`src/rtl/axi_llc_pkg.sv`:
```
// Shared LLC configuration, channel payload types and helpers for the refill R master.
package axi_llc_pkg;

    typedef struct packed {
        int unsigned NumBlocks;
        int unsigned BlockOffsetLength;
        int unsigned ByteOffsetLength;
        int unsigned IndexLength;
    } llc_cfg_t;

    typedef struct packed {
        int unsigned AddrWidthFull;
        int unsigned DataWidthFull;
    } llc_axi_cfg_t;

    localparam int unsigned AddrW = 32;
    localparam int unsigned DataW = 64;
    localparam int unsigned BlkW  = 2;
    localparam int unsigned IdxW  = 8;
    localparam int unsigned WayW  = 4;

    localparam llc_cfg_t DefaultCfg = '{NumBlocks: 32'd4, BlockOffsetLength: 32'd2,
                                        ByteOffsetLength: 32'd3, IndexLength: 32'd8};
    localparam llc_axi_cfg_t DefaultAxiCfg = '{AddrWidthFull: 32'd32, DataWidthFull: 32'd64};

    localparam logic [1:0] RespOkay = 2'b00;

    typedef enum logic [1:0] {
        TagUnit   = 2'd0,
        EvictUnit = 2'd1,
        RefilUnit = 2'd2,
        WChanUnit = 2'd3
    } cache_unit_e;

    typedef struct packed {
        logic [AddrW-1:0] a_x_addr;
        logic [WayW-1:0]  way_ind;
        logic             refill;
    } llc_desc_t;

    typedef struct packed {
        cache_unit_e        cache_unit;
        logic [WayW-1:0]    way_ind;
        logic [IdxW-1:0]    line_addr;
        logic [BlkW-1:0]    blk_offset;
        logic               we;
        logic [DataW/8-1:0] strb;
        logic [DataW-1:0]   data;
    } llc_way_inp_t;

    typedef struct packed {
        logic [DataW-1:0] data;
        logic [1:0]       resp;
        logic             last;
    } llc_r_chan_t;

    // A beat is flagged when the slave reports an error or its last marker disagrees with the count.
    function automatic logic beat_error(input logic [1:0] resp, input logic last,
                                        input logic expect_last);
        return (resp != RespOkay) || (last != expect_last);
    endfunction

endpackage

```
`src/rtl/axi_llc_r_master_fifo.sv`:
```
// Two-entry non-fall-through buffer between the AXI R channel and the data way write port.
module axi_llc_r_master_fifo #(
    parameter int unsigned DataWidth = 64
) (
    input  logic                 clk_i,
    input  logic                 rst_ni,
    input  logic                 testmode_i,
    input  logic                 push_i,
    input  logic [DataWidth-1:0] data_i,
    input  logic                 pop_i,
    output logic [DataWidth-1:0] data_o,
    output logic                 full_o,
    output logic                 empty_o
);

    logic [DataWidth-1:0] mem_r [2];
    logic                 wr_ptr_r;
    logic                 rd_ptr_r;
    logic [1:0]           cnt_r;
    logic                 unused_testmode_s;

    assign unused_testmode_s = testmode_i;
    assign full_o  = (cnt_r == 2'd2);
    assign empty_o = (cnt_r == 2'd0);
    assign data_o  = mem_r[rd_ptr_r];

    // Storage, pointers and occupancy; push and pop may coincide.
    always_ff @(posedge clk_i or negedge rst_ni) begin
        if (!rst_ni) begin
            mem_r[0] <= {DataWidth{1'b0}};
            mem_r[1] <= {DataWidth{1'b0}};
            wr_ptr_r <= 1'b0;
            rd_ptr_r <= 1'b0;
            cnt_r    <= 2'd0;
        end else begin
            if (push_i) begin
                mem_r[wr_ptr_r] <= data_i;
                wr_ptr_r        <= ~wr_ptr_r;
            end
            if (pop_i) begin
                rd_ptr_r <= ~rd_ptr_r;
            end
            cnt_r <= cnt_r + {1'b0, push_i} - {1'b0, pop_i};
        end
    end

endmodule

```
`src/rtl/axi_llc_r_master.sv`:
```
// LLC refill master: collects one cache line of R beats into a data way, then forwards the descriptor.
module axi_llc_r_master
    import axi_llc_pkg::*;
#(
    parameter llc_cfg_t     Cfg       = DefaultCfg,
    parameter llc_axi_cfg_t AxiCfg    = DefaultAxiCfg,
    parameter type          desc_t    = llc_desc_t,
    parameter type          way_inp_t = llc_way_inp_t,
    parameter type          r_chan_t  = llc_r_chan_t
) (
    input  logic     clk_i,
    input  logic     rst_ni,
    input  logic     test_i,
    input  desc_t    desc_i,
    input  logic     desc_valid_i,
    output logic     desc_ready_o,
    output desc_t    desc_o,
    output logic     desc_valid_o,
    input  logic     desc_ready_i,
    input  r_chan_t  r_chan_mst_i,
    input  logic     r_chan_valid_i,
    output logic     r_chan_ready_o,
    output way_inp_t way_inp_o,
    output logic     way_inp_valid_o,
    input  logic     way_inp_ready_i,
    output logic     refill_err_o
);

    localparam int unsigned BolW    = Cfg.BlockOffsetLength;
    localparam int unsigned AddrLsb = Cfg.ByteOffsetLength + Cfg.BlockOffsetLength;

    typedef enum logic [1:0] {
        ST_IDLE   = 2'd0,
        ST_REFILL = 2'd1,
        ST_SEND   = 2'd2
    } r_mst_state_e;

    r_mst_state_e                      state_r, state_n_s;
    desc_t                             desc_r;
    logic [BolW-1:0]                   beat_cnt_r;
    logic [BolW-1:0]                   wr_cnt_r;
    logic                              beat_done_r;
    logic                              load_desc_s;
    logic                              r_hs_s;
    logic                              way_hs_s;
    logic                              fifo_full_s;
    logic                              fifo_empty_s;
    logic [AxiCfg.DataWidthFull-1:0]   fifo_data_s;

    assign r_hs_s   = r_chan_valid_i & r_chan_ready_o;
    assign way_hs_s = way_inp_valid_o & way_inp_ready_i;
    assign desc_o   = desc_r;

    axi_llc_r_master_fifo #(
        .DataWidth (AxiCfg.DataWidthFull)
    ) i_refill_data_fifo (
        .clk_i      (clk_i),
        .rst_ni     (rst_ni),
        .testmode_i (test_i),
        .push_i     (r_hs_s),
        .data_i     (r_chan_mst_i.data),
        .pop_i      (way_hs_s),
        .data_o     (fifo_data_s),
        .full_o     (fifo_full_s),
        .empty_o    (fifo_empty_s)
    );

    // Next state and descriptor handshakes; SEND with a ready consumer acts as IDLE in the same cycle.
    always_comb begin
        state_n_s    = state_r;
        load_desc_s  = 1'b0;
        desc_ready_o = 1'b0;
        desc_valid_o = 1'b0;
        case (state_r)
            ST_IDLE: begin
                desc_ready_o = 1'b1;
                if (desc_valid_i) begin
                    load_desc_s = 1'b1;
                    state_n_s   = desc_i.refill ? ST_REFILL : ST_SEND;
                end else begin
                    state_n_s = ST_IDLE;
                end
            end
            ST_REFILL: begin
                if (way_hs_s && (wr_cnt_r == {BolW{1'b1}})) begin
                    state_n_s = ST_SEND;
                end else begin
                    state_n_s = ST_REFILL;
                end
            end
            ST_SEND: begin
                desc_valid_o = 1'b1;
                if (desc_ready_i) begin
                    desc_ready_o = 1'b1;
                    if (desc_valid_i) begin
                        load_desc_s = 1'b1;
                        state_n_s   = desc_i.refill ? ST_REFILL : ST_SEND;
                    end else begin
                        state_n_s = ST_IDLE;
                    end
                end else begin
                    state_n_s = ST_SEND;
                end
            end
            default: begin
                state_n_s = ST_IDLE;
            end
        endcase
    end

    // R acceptance, way request and beat error flag; ready depends only on registered state.
    always_comb begin
        r_chan_ready_o  = 1'b0;
        way_inp_valid_o = 1'b0;
        refill_err_o    = 1'b0;
        way_inp_o            = '0;
        way_inp_o.cache_unit = RefilUnit;
        way_inp_o.way_ind    = desc_r.way_ind;
        way_inp_o.line_addr  = desc_r.a_x_addr[AddrLsb +: Cfg.IndexLength];
        way_inp_o.blk_offset = wr_cnt_r;
        way_inp_o.we         = 1'b1;
        way_inp_o.strb       = '1;
        way_inp_o.data       = fifo_data_s;
        if (state_r == ST_REFILL) begin
            r_chan_ready_o  = ~fifo_full_s & ~beat_done_r;
            way_inp_valid_o = ~fifo_empty_s;
            refill_err_o    = r_hs_s & beat_error(r_chan_mst_i.resp, r_chan_mst_i.last,
                                  beat_cnt_r == BolW'(Cfg.NumBlocks - 32'd1));
        end else begin
            r_chan_ready_o  = 1'b0;
            way_inp_valid_o = 1'b0;
            refill_err_o    = 1'b0;
        end
    end

    // State, descriptor and beat/write counters; a descriptor load restarts both counters.
    always_ff @(posedge clk_i or negedge rst_ni) begin
        if (!rst_ni) begin
            state_r     <= ST_IDLE;
            desc_r      <= '0;
            beat_cnt_r  <= {BolW{1'b0}};
            wr_cnt_r    <= {BolW{1'b0}};
            beat_done_r <= 1'b0;
        end else begin
            state_r <= state_n_s;
            if (load_desc_s) begin
                desc_r      <= desc_i;
                beat_cnt_r  <= {BolW{1'b0}};
                wr_cnt_r    <= {BolW{1'b0}};
                beat_done_r <= 1'b0;
            end else begin
                if (r_hs_s) begin
                    beat_cnt_r <= beat_cnt_r + BolW'(1);
                    if (beat_cnt_r == {BolW{1'b1}}) begin
                        beat_done_r <= 1'b1;
                    end
                end
                if (way_hs_s) begin
                    wr_cnt_r <= wr_cnt_r + BolW'(1);
                end
            end
        end
    end

endmodule

```
`config.mk`:
```
export PLATFORM = sky130hd
export DESIGN_NAME = axi_llc_r_master
export DESIGN_NICKNAME = d
export VERILOG_FILES = /design/src/rtl/axi_llc_pkg.sv /design/src/rtl/axi_llc_r_master_fifo.sv /design/src/rtl/axi_llc_r_master.sv
export SDC_FILE = /design/constraint.sdc
export NUM_CORES = 1
export LEC_CHECK = 0
export ABC_AREA = 1
export CAP_MARGIN = 25
export CORE_ASPECT_RATIO = 0.7
export CORE_MARGIN = 4
export CORE_UTILIZATION = 51
export DETAILED_ROUTE_END_ITERATION = 8
export MAX_ROUTING_LAYER = met4
export PLACE_DENSITY = 0.87
export SLEW_MARGIN = 25
export SYNTH_ARGS = -nofsm -noshare
export SYNTH_HDL_FRONTEND = slang
export SYNTH_SLANG_ARGS = --single-unit
```
`constraint.sdc`:
```
create_clock -name clk_i -period 4 [get_ports clk_i]
set_input_delay 1.2 -clock clk_i [delete_from_list [all_inputs] [get_ports clk_i]]
set_output_delay 1.2 -clock clk_i [all_outputs]
set_load 0.05 [all_outputs]
```
==> impl_metrics.xml, run 1 <==
<?xml version="1.0" encoding="UTF-8"?>
<metrics>
  <group name="die">
    <metric name="die-area" unit="um2">18200</metric>
    <metric name="top_level_ports" unit="">242</metric>
    <metric name="initial_core_util" unit="%">52.4</metric>
    <metric name="die_y" unit="um">114</metric>
    <metric name="dieWidth" unit="um">160</metric>
    <metric name="core_region_area" unit="um2">15600</metric>
    <metric name="floorplan.rows" unit="">38</metric>
  </group>
  <group name="timing">
    <metric name="finalCritPeriodShare" unit="%">96.8</metric>
    <metric name="timing.setup.tns" unit="ns">0</metric>
    <metric name="timing.fmax" unit="MHz">258</metric>
    <metric name="timing.slew.headroom" unit="%">37.5</metric>
    <metric name="tightestPinTransition" unit="ns">0.938</metric>
    <metric name="timing_max_transition_violations_final" unit="">0</metric>
    <metric name="rsz0062_at_grt" unit="">false</metric>
    <metric name="finalHoldViolCount" unit="">0</metric>
    <metric name="setup_viol" unit="">0</metric>
    <metric name="skew" unit="ns">0.0138</metric>
    <metric name="final.min_clock_period" unit="ns">3.87</metric>
  </group>
  <group name="clock_tree">
    <metric name="clock_sink_count" unit="">176</metric>
    <metric name="cts_max_level" unit="">4</metric>
    <metric name="max_clock_buf_depth" unit="">2</metric>
    <metric name="postCtsHoldBufs" unit="">0</metric>
    <metric name="tritoncts" unit="">built</metric>
    <metric name="clock_tree.root_cell" unit="">sky130_fd_sc_hd__clkbuf_16</metric>
    <metric name="post-cts-setup-buffer-count" unit="">0</metric>
    <metric name="clk_pin_slew_worst_paths" unit="ns">0.06</metric>
    <metric name="clkLatencyLatePin" unit="ns">0.43</metric>
    <metric name="cts_made_buffers" unit="">17</metric>
  </group>
  <group name="route">
    <metric name="initial_drt_markers" unit="">576</metric>
    <metric name="drt-wirelength-per-cell" unit="um">16.5</metric>
    <metric name="avgViaCountPerCell" unit="">5.40</metric>
    <metric name="dr_total_vias" unit="">7664</metric>
    <metric name="routed_wl" unit="um">23400</metric>
    <metric name="route.detailed.drc" unit="">0</metric>
    <metric name="route.antenna.remaining_nets" unit="">0</metric>
    <metric name="dr.pass1.iters" unit="">5</metric>
  </group>
  <group name="worst_setup_path">
    <metric name="r2r-start" unit="">i_refill_data_fifo.cnt_r[0]$_DFF_PN0_</metric>
    <metric name="timing.reg2reg.worst_path_depth" unit="">10</metric>
    <metric name="worstPathCellList" unit="">inv_2 &gt; buf_12 &gt; nand2_1 &gt; nand2_1 &gt; clkdlybuf4s50_1</metric>
    <metric name="cp-end-kind" unit="">primary output</metric>
    <metric name="critical_path_peak_fanout" unit="">26</metric>
    <metric name="cp_slowest_cell" unit="">sky130_fd_sc_hd__clkdlybuf4s50_1</metric>
    <metric name="critical_path.n_buffers_inverters" unit="">3</metric>
    <metric name="setup.worst_path.start_class" unit="">flop</metric>
    <metric name="cp_top_family" unit="">buffers and inverters</metric>
    <metric name="crit_required" unit="ns">2.80</metric>
    <metric name="timing.critical_path.mode_cell" unit="">sky130_fd_sc_hd__nand2_1</metric>
    <metric name="crit_type" unit="">reg2out</metric>
    <metric name="setup_slack_reg_to_reg" unit="ns">1.33</metric>
    <metric name="data_arrival_time_of_the_critical_path" unit="ns">2.67</metric>
    <metric name="max_stage_delay" unit="ns">0.82</metric>
    <metric name="regToRegEndpoint" unit="">i_refill_data_fifo.mem_r[45]$_DFFE_PN0P_</metric>
  </group>
  <group name="hold_path">
    <metric name="hold_end" unit="">i_refill_data_fifo.mem_r[56]$_DFFE_PN0P_</metric>
    <metric name="min_path_cells" unit="">2</metric>
    <metric name="worstHoldPathType" unit="">reg2reg</metric>
    <metric name="hold_start" unit="">i_refill_data_fifo.mem_r[56]$_DFFE_PN0P_</metric>
  </group>
  <group name="power">
    <metric name="vdd_drop_max" unit="uV">636</metric>
    <metric name="p_leak" unit="nW">5.67</metric>
    <metric name="cellPowerDensity" unit="nW/um2">1020</metric>
  </group>
  <group name="synth">
    <metric name="synth-seq-cells" unit="">176</metric>
    <metric name="synth_area_per_cell" unit="um2">7.95</metric>
    <metric name="synth.cell_area" unit="um2">8200</metric>
    <metric name="synth_enable_flop_cells" unit="">0</metric>
    <metric name="ys_async_rst_share" unit="%">100</metric>
    <metric name="synth_cells" unit="">1031</metric>
    <metric name="ys_dominant_reg_cell" unit="">sky130_fd_sc_hd__dfrtp_1</metric>
    <metric name="yosysWarnings" unit="">0</metric>
    <metric name="ys_types" unit="">23</metric>
    <metric name="seq_area_frac_synth" unit="%">53.7</metric>
  </group>
  <group name="job">
    <metric name="maxCapViolations" unit="">0</metric>
  </group>
  <group name="layout">
    <metric name="multi_input_comb_area" unit="um2">3240</metric>
    <metric name="final_net_count" unit="">1320</metric>
    <metric name="fillerInstances" unit="">1189</metric>
    <metric name="final_area" unit="um2">11000</metric>
    <metric name="register_area" unit="um2">4410</metric>
    <metric name="drive_gt1_share" unit="%">5.75</metric>
    <metric name="area_delta_synth_final" unit="%">34.4</metric>
    <metric name="layout.cells.non_filler" unit="">1419</metric>
  </group>
  <group name="place">
    <metric name="dp_hpwl" unit="um">14700</metric>
    <metric name="detailed_place.area" unit="um2">10400</metric>
    <metric name="port_buffers" unit="">229</metric>
    <metric name="last_weighted_congestion_value_of_the_routability_driven_placer" unit="">0.796</metric>
    <metric name="post-place-cells" unit="">1386</metric>
  </group>
  <group name="grt">
    <metric name="grt_remaining_overflow" unit="">0</metric>
    <metric name="grt_usage" unit="%">26.4</metric>
    <metric name="largest_net_degree_at_the_start_of_global_routing" unit="">96</metric>
    <metric name="grt_pass1_vias" unit="">7516</metric>
    <metric name="number_of_antenna_violations_at_the_first_check_in_global_routing" unit="">1</metric>
    <metric name="grt_pass1_wl" unit="um">38000</metric>
  </group>
  <group name="status">
    <metric name="run_status" unit="">finished, final reports clean</metric>
  </group>
</metrics>
[sequential cells by signal (all words and copies together), names as in the netlist]
signal,flops
i_refill_data_fifo.rd_ptr_r,1
beat_cnt_r,2
state_r,2
i_refill_data_fifo.wr_ptr_r,1
i_refill_data_fifo.cnt_r,2
wr_cnt_r,2
desc_o,37
i_refill_data_fifo.mem_r,128
beat_done_r,1
[synthesized netlist by cell type, types with 2 or more instances]
library cell / n / area share, %
sky130_fd_sc_hd__a21oi_1: 2 / 0.12
sky130_fd_sc_hd__buf_1: 11 / 0.50
sky130_fd_sc_hd__buf_2: 24 / 1.5
sky130_fd_sc_hd__buf_4: 24 / 2.2
sky130_fd_sc_hd__buf_6: 5 / 0.69
sky130_fd_sc_hd__clkbuf_1: 37 / 1.7
sky130_fd_sc_hd__conb_1: 2 / 0.092
sky130_fd_sc_hd__dfrtp_1: 176 / 54
sky130_fd_sc_hd__ha_1: 4 / 0.61
sky130_fd_sc_hd__inv_1: 15 / 0.69
sky130_fd_sc_hd__nand2_1: 574 / 26
sky130_fd_sc_hd__nand3_1: 9 / 0.55
sky130_fd_sc_hd__nand3_2: 2 / 0.24
sky130_fd_sc_hd__nand4_1: 132 / 10
sky130_fd_sc_hd__nor2_1: 5 / 0.23
sky130_fd_sc_hd__xnor2_1: 2 / 0.21
[worst max-delay path by stage]
stage          slack [ns]                                    start      endpoint  cells after the start
2_1_floorplan        0.28                           r_chan_valid_i  refill_err_o                      4
3_3_place_gp         0.50                          r_chan_mst_i[0]  refill_err_o                      4
3_5_place_dp         0.47                          r_chan_mst_i[0]  refill_err_o                      4
4_1_cts              0.08  i_refill_data_fifo.rd_ptr_r$_DFFE_PN0P_  way_inp_o[2]                      4
5_1_grt              0.02  i_refill_data_fifo.rd_ptr_r$_DFFE_PN0P_  way_inp_o[2]                      5
6_report             0.13  i_refill_data_fifo.rd_ptr_r$_DFFE_PN0P_  way_inp_o[2]                      5
[final cells by class]
cell class,count,share of cell area [%]
Antenna cell,1,0.0227
Clock buffer,20,4.05
Timing Repair Buffer,247,22.4
Inverter,15,0.511
Sequential cell,176,40.0
Clock inverter,12,1.34
Multi-Input combinational cell,748,29.4
Tap cell,200,2.27
[per-layer routing]
| metal | global-route usage, % | part of all wire (%) | vias to the layer above | wire length, um |
|---|---|---|---|---|
| li1 | - | - | 3637 | - |
| met1 | 35.5 | 42 | 3623 | 9910 |
| met2 | 41.5 | 47 | 372 | 11000 |
| met3 | 5.40 | 8.7 | 32 | 2030 |
| met4 | 7.23 | 1.8 | 0 | 410 |
| met5 | - | 0 | - | 0 |
[per-stage QoR]
step           utilization (%)  total power [mW]  hold slack, ns  setup slack (ns)
6_report                  70.4              11.2           0.468             0.130
5_1_grt                   70.4              11.8           0.490            0.0174
4_1_cts                   70.4              11.2           0.474            0.0846
3_5_place_dp              66.6              9.52           0.458             0.469
3_3_place_gp              66.6              9.38           0.453             0.497
2_1_floorplan                -              7.44           0.442             0.275
[worst reg2reg max path, cell delays in order (launching register included)]
cell and delay (ns):
sky130_fd_sc_hd__dfrtp_1 0.39, sky130_fd_sc_hd__inv_1 0.07, sky130_fd_sc_hd__nand2_1 0.06, sky130_fd_sc_hd__nand2_1 0.08
sky130_fd_sc_hd__nor2_4 0.11, sky130_fd_sc_hd__buf_4 0.36, sky130_fd_sc_hd__buf_4 0.82, sky130_fd_sc_hd__nand3_2 0.15
sky130_fd_sc_hd__buf_4 0.31, sky130_fd_sc_hd__nand2_1 0.16, sky130_fd_sc_hd__nand2_1 0.07
[power by group]
part	leakage (nW)	switching (mW)	internal (mW)	total [mW]
sequential	2.21	0.525	2.58	3.11
combinational	3.18	4.49	1.93	6.42
clock	0.284	0.730	0.954	1.68
total	5.67	5.75	5.47	11.2
[cell usage in the layout (no fill, tap or decap), drive strengths merged, types with 6 or more instances in the layout]
cell and n:
nand2 575, nand4 132, clkbuf 20, dfrtp 176, conb 11, buf 30, nand3 11, inv 20
clkdlybuf4s50 217, nor2 6
[timing repair]
item | in CTS | in global routing
endpoints found under the hold margin | 0 | 0
gates resized for setup | 0 | 1
endpoints found under the setup margin | 0 | 10
[cells by family (layout without fill, tap and decap cells)]
| group | Yosys count | after routing | synth area share, % |
|---|---|---|---|
| adders and majority gates | 4 | 4 | 0.611 |
| and+or+nand+nor | 726 | 726 | 37.8 |
| other | 2 | 12 | 0.0916 |
| buffers and inverters | 116 | 294 | 7.23 |
| xor gates and xnor gates | 3 | 3 | 0.321 |
| AOI/OAI and AO/OA | 4 | 4 | 0.259 |
| DFF | 176 | 176 | 53.7 |
No activity file was read; power rests on OpenSTA's default activity.
==> run 2, diff against run 1 <==
Settings changed: SETUP_SLACK_MARGIN from default to 0.1.
==> run 2 against run 1 <==
Sequential cell count did not move. Via count fell by 0.40%. Clock-buffer cell count did not move. Largest cell class unchanged. Setup slack improved by 0.11 ns. Combinational power barely moved. Sequential share of layout area barely moved. Critical path depth did not move. Clock skew fell by 0.0050 ns. Utilization barely moved. Fmax rose by 2.9%. Critical endpoint is now way_inp_o[0]. First-iteration DRC count fell by 8.5%.
==> impl_metrics.xml, run 2 (synthesized netlist as in run 1, its figures left out) <==
<?xml version="1.0" encoding="UTF-8"?>
<metrics>
  <group name="route">
    <metric name="routed_wl" unit="um">23300</metric>
    <metric name="avgViaCountPerCell" unit="">5.38</metric>
    <metric name="route.detailed.drc" unit="">0</metric>
    <metric name="dr_total_vias" unit="">7633</metric>
    <metric name="route.antenna.remaining_nets" unit="">0</metric>
    <metric name="dr.pass1.iters" unit="">5</metric>
    <metric name="initial_drt_markers" unit="">527</metric>
    <metric name="drt-wirelength-per-cell" unit="um">16.4</metric>
  </group>
  <group name="worst_setup_path">
    <metric name="data_arrival_time_of_the_critical_path" unit="ns">2.56</metric>
    <metric name="regToRegEndpoint" unit="">i_refill_data_fifo.mem_r[45]$_DFFE_PN0P_</metric>
    <metric name="timing.critical_path.mode_cell" unit="">sky130_fd_sc_hd__nand2_1</metric>
    <metric name="cp_slowest_cell" unit="">sky130_fd_sc_hd__clkdlybuf4s50_1</metric>
    <metric name="crit_required" unit="ns">2.80</metric>
    <metric name="timing.reg2reg.worst_path_depth" unit="">10</metric>
    <metric name="critical_path.n_buffers_inverters" unit="">3</metric>
    <metric name="setup.worst_path.start_class" unit="">flop</metric>
    <metric name="cp_top_family" unit="">buffers and inverters</metric>
    <metric name="crit_type" unit="">reg2out</metric>
    <metric name="critical_path_peak_fanout" unit="">26</metric>
    <metric name="max_stage_delay" unit="ns">0.72</metric>
    <metric name="r2r-start" unit="">i_refill_data_fifo.cnt_r[0]$_DFF_PN0_</metric>
    <metric name="worstPathCellList" unit="">clkinv_2 &gt; buf_12 &gt; nand2_1 &gt; nand2_1 &gt; clkdlybuf4s50_1</metric>
    <metric name="setup_slack_reg_to_reg" unit="ns">1.33</metric>
    <metric name="cp-end-kind" unit="">primary output</metric>
  </group>
  <group name="die">
    <metric name="top_level_ports" unit="">242</metric>
    <metric name="die_y" unit="um">114</metric>
    <metric name="initial_core_util" unit="%">52.4</metric>
    <metric name="dieWidth" unit="um">160</metric>
    <metric name="core_region_area" unit="um2">15600</metric>
    <metric name="die-area" unit="um2">18200</metric>
    <metric name="floorplan.rows" unit="">38</metric>
  </group>
  <group name="layout">
    <metric name="top_register" unit="">i_refill_data_fifo.mem_r</metric>
    <metric name="final_area" unit="um2">11000</metric>
    <metric name="layout.cells.non_filler" unit="">1419</metric>
    <metric name="final_net_count" unit="">1320</metric>
    <metric name="fillerInstances" unit="">1188</metric>
    <metric name="register_area" unit="um2">4410</metric>
    <metric name="final_util" unit="%">70.5</metric>
    <metric name="multi_input_comb_area" unit="um2">3240</metric>
    <metric name="area_delta_synth_final" unit="%">34.5</metric>
    <metric name="largest_reg_flops" unit="">128</metric>
    <metric name="drive_gt1_share" unit="%">5.75</metric>
    <metric name="most_common_cell_after_layout_fill_and_taps_aside" unit="">sky130_fd_sc_hd__nand2_1</metric>
    <metric name="layout.cells.most_common_list" unit="">sky130_fd_sc_hd__nand2_1 (574), sky130_fd_sc_hd__clkdlybuf4s50_1 (216), sky130_fd_sc_hd__dfrtp_1 (174), sky130_fd_sc_hd__nand4_1 (132), sky130_fd_sc_hd__buf_4 (23)</metric>
  </group>
  <group name="power">
    <metric name="vdd_drop_max" unit="uV">635</metric>
    <metric name="p_leak" unit="nW">5.69</metric>
    <metric name="total_power" unit="mW">11.2</metric>
    <metric name="cellPowerDensity" unit="nW/um2">1020</metric>
  </group>
  <group name="clock_tree">
    <metric name="cts_made_buffers" unit="">17</metric>
    <metric name="clock_sink_count" unit="">176</metric>
    <metric name="post-cts-setup-buffer-count" unit="">0</metric>
    <metric name="postCtsHoldBufs" unit="">0</metric>
    <metric name="tritoncts" unit="">built</metric>
    <metric name="clk_pin_slew_worst_paths" unit="ns">0.06</metric>
    <metric name="max_clock_buf_depth" unit="">2</metric>
    <metric name="clock_tree.root_cell" unit="">sky130_fd_sc_hd__clkbuf_16</metric>
    <metric name="clkLatencyLatePin" unit="ns">0.42</metric>
    <metric name="cts_max_level" unit="">4</metric>
  </group>
  <group name="grt">
    <metric name="grt_remaining_overflow" unit="">0</metric>
    <metric name="number_of_antenna_violations_at_the_first_check_in_global_routing" unit="">1</metric>
    <metric name="grt_pass1_wl" unit="um">38000</metric>
    <metric name="largest_net_degree_at_the_start_of_global_routing" unit="">96</metric>
    <metric name="grt_usage" unit="%">26.4</metric>
    <metric name="grt_pass1_vias" unit="">7524</metric>
  </group>
  <group name="timing">
    <metric name="timing_max_transition_violations_final" unit="">0</metric>
    <metric name="rsz0062_at_grt" unit="">false</metric>
    <metric name="setup_viol" unit="">0</metric>
    <metric name="final.min_clock_period" unit="ns">3.76</metric>
    <metric name="tightestPinTransition" unit="ns">0.947</metric>
    <metric name="timing.fmax" unit="MHz">266</metric>
    <metric name="finalCritPeriodShare" unit="%">94.0</metric>
    <metric name="final.hold.worst_slack" unit="ns">0.469</metric>
    <metric name="layout_setup_ws" unit="ns">0.238</metric>
    <metric name="timing.setup.tns" unit="ns">0</metric>
    <metric name="timing.slew.headroom" unit="%">36.8</metric>
    <metric name="finalHoldViolCount" unit="">0</metric>
    <metric name="skew" unit="ns">0.00883</metric>
  </group>
  <group name="place">
    <metric name="detailed_place.area" unit="um2">10400</metric>
    <metric name="port_buffers" unit="">229</metric>
    <metric name="post-place-cells" unit="">1386</metric>
    <metric name="dp_slack" unit="ns">0.469</metric>
    <metric name="last_weighted_congestion_value_of_the_routability_driven_placer" unit="">0.796</metric>
    <metric name="dp_hpwl" unit="um">14700</metric>
  </group>
  <group name="hold_path">
    <metric name="hold_start" unit="">i_refill_data_fifo.mem_r[56]$_DFFE_PN0P_</metric>
    <metric name="hold_end" unit="">i_refill_data_fifo.mem_r[56]$_DFFE_PN0P_</metric>
    <metric name="worstHoldPathType" unit="">reg2reg</metric>
    <metric name="min_path_cells" unit="">2</metric>
  </group>
  <group name="job">
    <metric name="maxCapViolations" unit="">0</metric>
  </group>
  <group name="status">
    <metric name="run_status" unit="">finished, final reports clean</metric>
  </group>
</metrics>
==> run 2: changes by cell type in the layout (fill, tap and decap cells not counted) <==
cell	change
sky130_fd_sc_hd__clkinv_2	+1
sky130_fd_sc_hd__inv_2	-1
sky130_fd_sc_hd__dfrtp_2	-1
sky130_fd_sc_hd__clkdlybuf4s50_1	-1
sky130_fd_sc_hd__dfrtp_4	+1
sky130_fd_sc_hd__dlymetal6s2s_1	+1
==> run 2: routing by layer <==
layer	vias up	GRT usage, %	part of all wire [%]
met5	-	-	0
met4	0	7.23	1.6
met3	25	5.40	8.4
met2	361	41.6	47
met1	3612	35.5	43
li1	3635	-	-
==> run 2: timing repair <==
item,CTS,global route
setup endpoints to repair,2,22
resized for setup,1,3
endpoints found under the hold margin,0,0
gates cloned,0,0
==> run 2: worst max path at each step <==
stage | start | endpoint | cells past startpoint
global placement | r_chan_mst_i[0] | refill_err_o | 4
finish | i_refill_data_fifo.rd_ptr_r$_DFFE_PN0P_ | way_inp_o[0] | 5
CTS | i_refill_data_fifo.rd_ptr_r$_DFFE_PN0P_ | way_inp_o[2] | 5
floorplan | r_chan_valid_i | refill_err_o | 4
detailed placement | r_chan_mst_i[0] | refill_err_o | 4
global route | i_refill_data_fifo.rd_ptr_r$_DFFE_PN0P_ | way_inp_o[0] | 5
==> run 2: area by class of cell <==
cell class | count | area share, %
Clock buffer | 20 | 4.05
Antenna cell | 1 | 0.0227
Multi-Input combinational cell | 748 | 29.4
Inverter | 15 | 0.522
Tap cell | 200 | 2.27
Sequential cell | 176 | 40.0
Timing Repair Buffer | 247 | 22.4
Clock inverter | 12 | 1.34
==> run 2: power by group <==
group	internal, mW	total [mW]	leakage [nW]	switching [mW]
clock network	0.954	1.68	0.284	0.724
registers	2.58	3.11	2.21	0.522
logic	1.93	6.42	3.19	4.49
==> run 2: worst register-to-register path, cell delays in order, from the launching register on <==
cell                      delay [ns]
sky130_fd_sc_hd__dfrtp_1        0.39
sky130_fd_sc_hd__inv_1          0.07
sky130_fd_sc_hd__nand2_1        0.06
sky130_fd_sc_hd__nand2_1        0.08
sky130_fd_sc_hd__nor2_4         0.11
sky130_fd_sc_hd__buf_4          0.36
sky130_fd_sc_hd__buf_4          0.82
sky130_fd_sc_hd__nand3_2        0.15
sky130_fd_sc_hd__buf_4          0.31
sky130_fd_sc_hd__nand2_1        0.16
sky130_fd_sc_hd__nand2_1        0.07
==> run 3, diff against run 2 <==
==> constraint.sdc (replaced) <==
create_clock -name clk_i -period 4 [get_ports clk_i]
set_input_delay 1.2 -clock clk_i [delete_from_list [all_inputs] [get_ports clk_i]]
set_output_delay 1.2 -clock clk_i [all_outputs]
set_load 0.005 [all_outputs]
==> run 3 against run 2 <==
Sequential power hardly changed. Clock-buffer cell count is 1 lower. Routed wire length is 0.19% lower. Design area is 0.34% lower. Register-to-register slack worse by 0.08 ns. Sequential share of layout area is 0.11 points higher. First-iteration DRC count is 25% higher. Critical endpoint is now refill_err_o. Utilization is 0.24 points lower. Setup slack better by 0.0056 ns. Cell count is 0.21% lower.
==> impl_metrics.xml, run 3 (synthesized netlist as in run 1, its figures left out) <==
<?xml version="1.0" encoding="UTF-8"?>
<metrics>
  <group name="worst_setup_path">
    <metric name="setup.worst_path.start_class" unit="">primary input</metric>
    <metric name="cp-end-kind" unit="">primary output</metric>
    <metric name="critical_path_peak_fanout" unit="">2</metric>
    <metric name="crit_type" unit="">in2out</metric>
    <metric name="cp-startpoint" unit="">r_chan_mst_i[0]</metric>
    <metric name="crit_required" unit="ns">2.80</metric>
    <metric name="r2r-start" unit="">i_refill_data_fifo.cnt_r[0]$_DFF_PN0_</metric>
    <metric name="data_arrival_time_of_the_critical_path" unit="ns">2.56</metric>
  </group>
  <group name="timing">
    <metric name="rsz0062_at_grt" unit="">false</metric>
    <metric name="timing.fmax" unit="MHz">266</metric>
    <metric name="timing.setup.tns" unit="ns">0</metric>
    <metric name="setup_viol" unit="">0</metric>
    <metric name="layout_setup_ws" unit="ns">0.244</metric>
    <metric name="finalCritPeriodShare" unit="%">93.9</metric>
    <metric name="timing.slew.headroom" unit="%">28.2</metric>
    <metric name="skew" unit="ns">0.00872</metric>
    <metric name="finalHoldViolCount" unit="">0</metric>
    <metric name="final.hold.worst_slack" unit="ns">0.470</metric>
    <metric name="tightestPinTransition" unit="ns">1.08</metric>
    <metric name="final.min_clock_period" unit="ns">3.76</metric>
    <metric name="timing_max_transition_violations_final" unit="">0</metric>
  </group>
  <group name="layout">
    <metric name="largest_reg_flops" unit="">128</metric>
    <metric name="top_register" unit="">i_refill_data_fifo.mem_r</metric>
    <metric name="drive_gt1_share" unit="%">4.77</metric>
    <metric name="area_delta_synth_final" unit="%">34.0</metric>
    <metric name="final_net_count" unit="">1318</metric>
    <metric name="layout.cells.most_common_list" unit="">sky130_fd_sc_hd__nand2_1 (574), sky130_fd_sc_hd__clkdlybuf4s50_1 (227), sky130_fd_sc_hd__dfrtp_1 (174), sky130_fd_sc_hd__nand4_1 (132), sky130_fd_sc_hd__clkbuf_16 (17)</metric>
    <metric name="layout.cells.non_filler" unit="">1416</metric>
    <metric name="most_common_cell_after_layout_fill_and_taps_aside" unit="">sky130_fd_sc_hd__nand2_1</metric>
  </group>
  <group name="die">
    <metric name="die_y" unit="um">114</metric>
    <metric name="top_level_ports" unit="">242</metric>
    <metric name="core_region_area" unit="um2">15600</metric>
    <metric name="initial_core_util" unit="%">52.4</metric>
    <metric name="die-area" unit="um2">18200</metric>
    <metric name="dieWidth" unit="um">160</metric>
    <metric name="floorplan.rows" unit="">38</metric>
  </group>
  <group name="grt">
    <metric name="number_of_antenna_violations_at_the_first_check_in_global_routing" unit="">1</metric>
    <metric name="grt_pass1_vias" unit="">7669</metric>
    <metric name="grt_usage" unit="%">26.6</metric>
    <metric name="grt_pass1_wl" unit="um">38300</metric>
    <metric name="grt_remaining_overflow" unit="">0</metric>
    <metric name="largest_net_degree_at_the_start_of_global_routing" unit="">102</metric>
  </group>
  <group name="route">
    <metric name="dr.pass1.iters" unit="">6</metric>
    <metric name="route.antenna.remaining_nets" unit="">0</metric>
    <metric name="initial_drt_markers" unit="">658</metric>
    <metric name="dr_total_vias" unit="">7613</metric>
    <metric name="drt-wirelength-per-cell" unit="um">16.4</metric>
    <metric name="routed_wl" unit="um">23200</metric>
    <metric name="avgViaCountPerCell" unit="">5.38</metric>
    <metric name="route.detailed.drc" unit="">0</metric>
  </group>
  <group name="clock_tree">
    <metric name="post-cts-setup-buffer-count" unit="">0</metric>
    <metric name="tritoncts" unit="">built</metric>
    <metric name="clk_pin_slew_worst_paths" unit="ns">0.07</metric>
    <metric name="ctsResizeCount" unit="">0</metric>
    <metric name="max_clock_buf_depth" unit="">2</metric>
    <metric name="postCtsHoldBufs" unit="">0</metric>
    <metric name="clock_sink_count" unit="">176</metric>
    <metric name="clkLatencyLatePin" unit="ns">0.42</metric>
    <metric name="clock_tree.root_cell" unit="">sky130_fd_sc_hd__clkbuf_16</metric>
    <metric name="cts_max_level" unit="">4</metric>
    <metric name="cts_made_buffers" unit="">17</metric>
  </group>
  <group name="power">
    <metric name="p_leak" unit="nW">5.64</metric>
    <metric name="total_power" unit="mW">8.80</metric>
    <metric name="vdd_drop_max" unit="uV">404</metric>
    <metric name="cellPowerDensity" unit="nW/um2">801</metric>
  </group>
  <group name="place">
    <metric name="last_weighted_congestion_value_of_the_routability_driven_placer" unit="">0.798</metric>
    <metric name="dp_hpwl" unit="um">14900</metric>
    <metric name="dp_slack" unit="ns">0.235</metric>
    <metric name="post-place-cells" unit="">1384</metric>
    <metric name="port_buffers" unit="">229</metric>
  </group>
  <group name="job">
    <metric name="maxCapViolations" unit="">0</metric>
  </group>
  <group name="hold_path">
    <metric name="hold_start" unit="">i_refill_data_fifo.mem_r[42]$_DFFE_PN0P_</metric>
    <metric name="worstHoldPathType" unit="">reg2reg</metric>
  </group>
  <group name="status">
    <metric name="run_status" unit="">finished, final reports clean</metric>
  </group>
</metrics>
-- run 3: changes by cell type in the layout (fill, tap and decap cells not counted), sizes merged --
cell,delta
clkinv,+1
dlymetal6s2s,-1
buf,-12
clkbuf,-1
clkdlybuf4s50,+11
clkinvlp,-1
-- run 3: critical path: stages --
cell	delay (ns)
sky130_fd_sc_hd__clkdlybuf4s50_1	0.41
sky130_fd_sc_hd__or2_2	0.29
sky130_fd_sc_hd__a31oi_1	0.13
sky130_fd_sc_hd__clkdlybuf4s50_1	0.52
-- run 3: through the flow --
step | util [%] | area (um2)
after floorplan | - | 8230
after global placement | 66.4 | 10400
after detailed placement | 66.4 | 10400
after CTS | 70.2 | 11000
after global routing | 70.2 | 11000
final | 70.2 | 11000
-- run 3: layout make-up --
type | instances | area (um2)
diodes | 1 | 2.50
clock buffers | 19 | 443
clock inverters | 12 | 151
fillers | 1196 | 4660
inverters | 15 | 56.3
multi-input cells | 748 | 3240
flip-flops and latches | 176 | 4410
well taps | 200 | 250
repair buffers | 245 | 2440
-- run 3: worst paths after layout --
path                       depth (start not counted)  slack (ns)                                        end
max in group asynchronous                          2        2.38    i_refill_data_fifo.mem_r[6]$_DFFE_PN0P_
setup / recovery                                   4        0.24                               refill_err_o
min in group asynchronous                          1        0.73                     desc_o[33]$_DFFE_PN0P_
hold reg to reg                                    2        0.47   i_refill_data_fifo.mem_r[42]$_DFFE_PN0P_
setup reg to reg                                  10        1.25  i_refill_data_fifo.mem_r[123]$_DFFE_PN0P_
hold / removal                                     2        0.47   i_refill_data_fifo.mem_r[42]$_DFFE_PN0P_
-- run 3: metal layers --
| layer | share of wire, % | GRT usage [%] |
|---|---|---|
| met2 | 48 | 41.7 |
| met4 | 1.2 | 5.78 |
| met3 | 7.8 | 6.51 |
| met1 | 43 | 35.9 |
| met5 | 0 | - |
-- run 3: where the power goes --
part | switching [mW] | internal (mW)
clock network | 0.732 | 0.952
logic | 2.11 | 1.91
registers | 0.515 | 2.58
total | 3.35 | 5.44
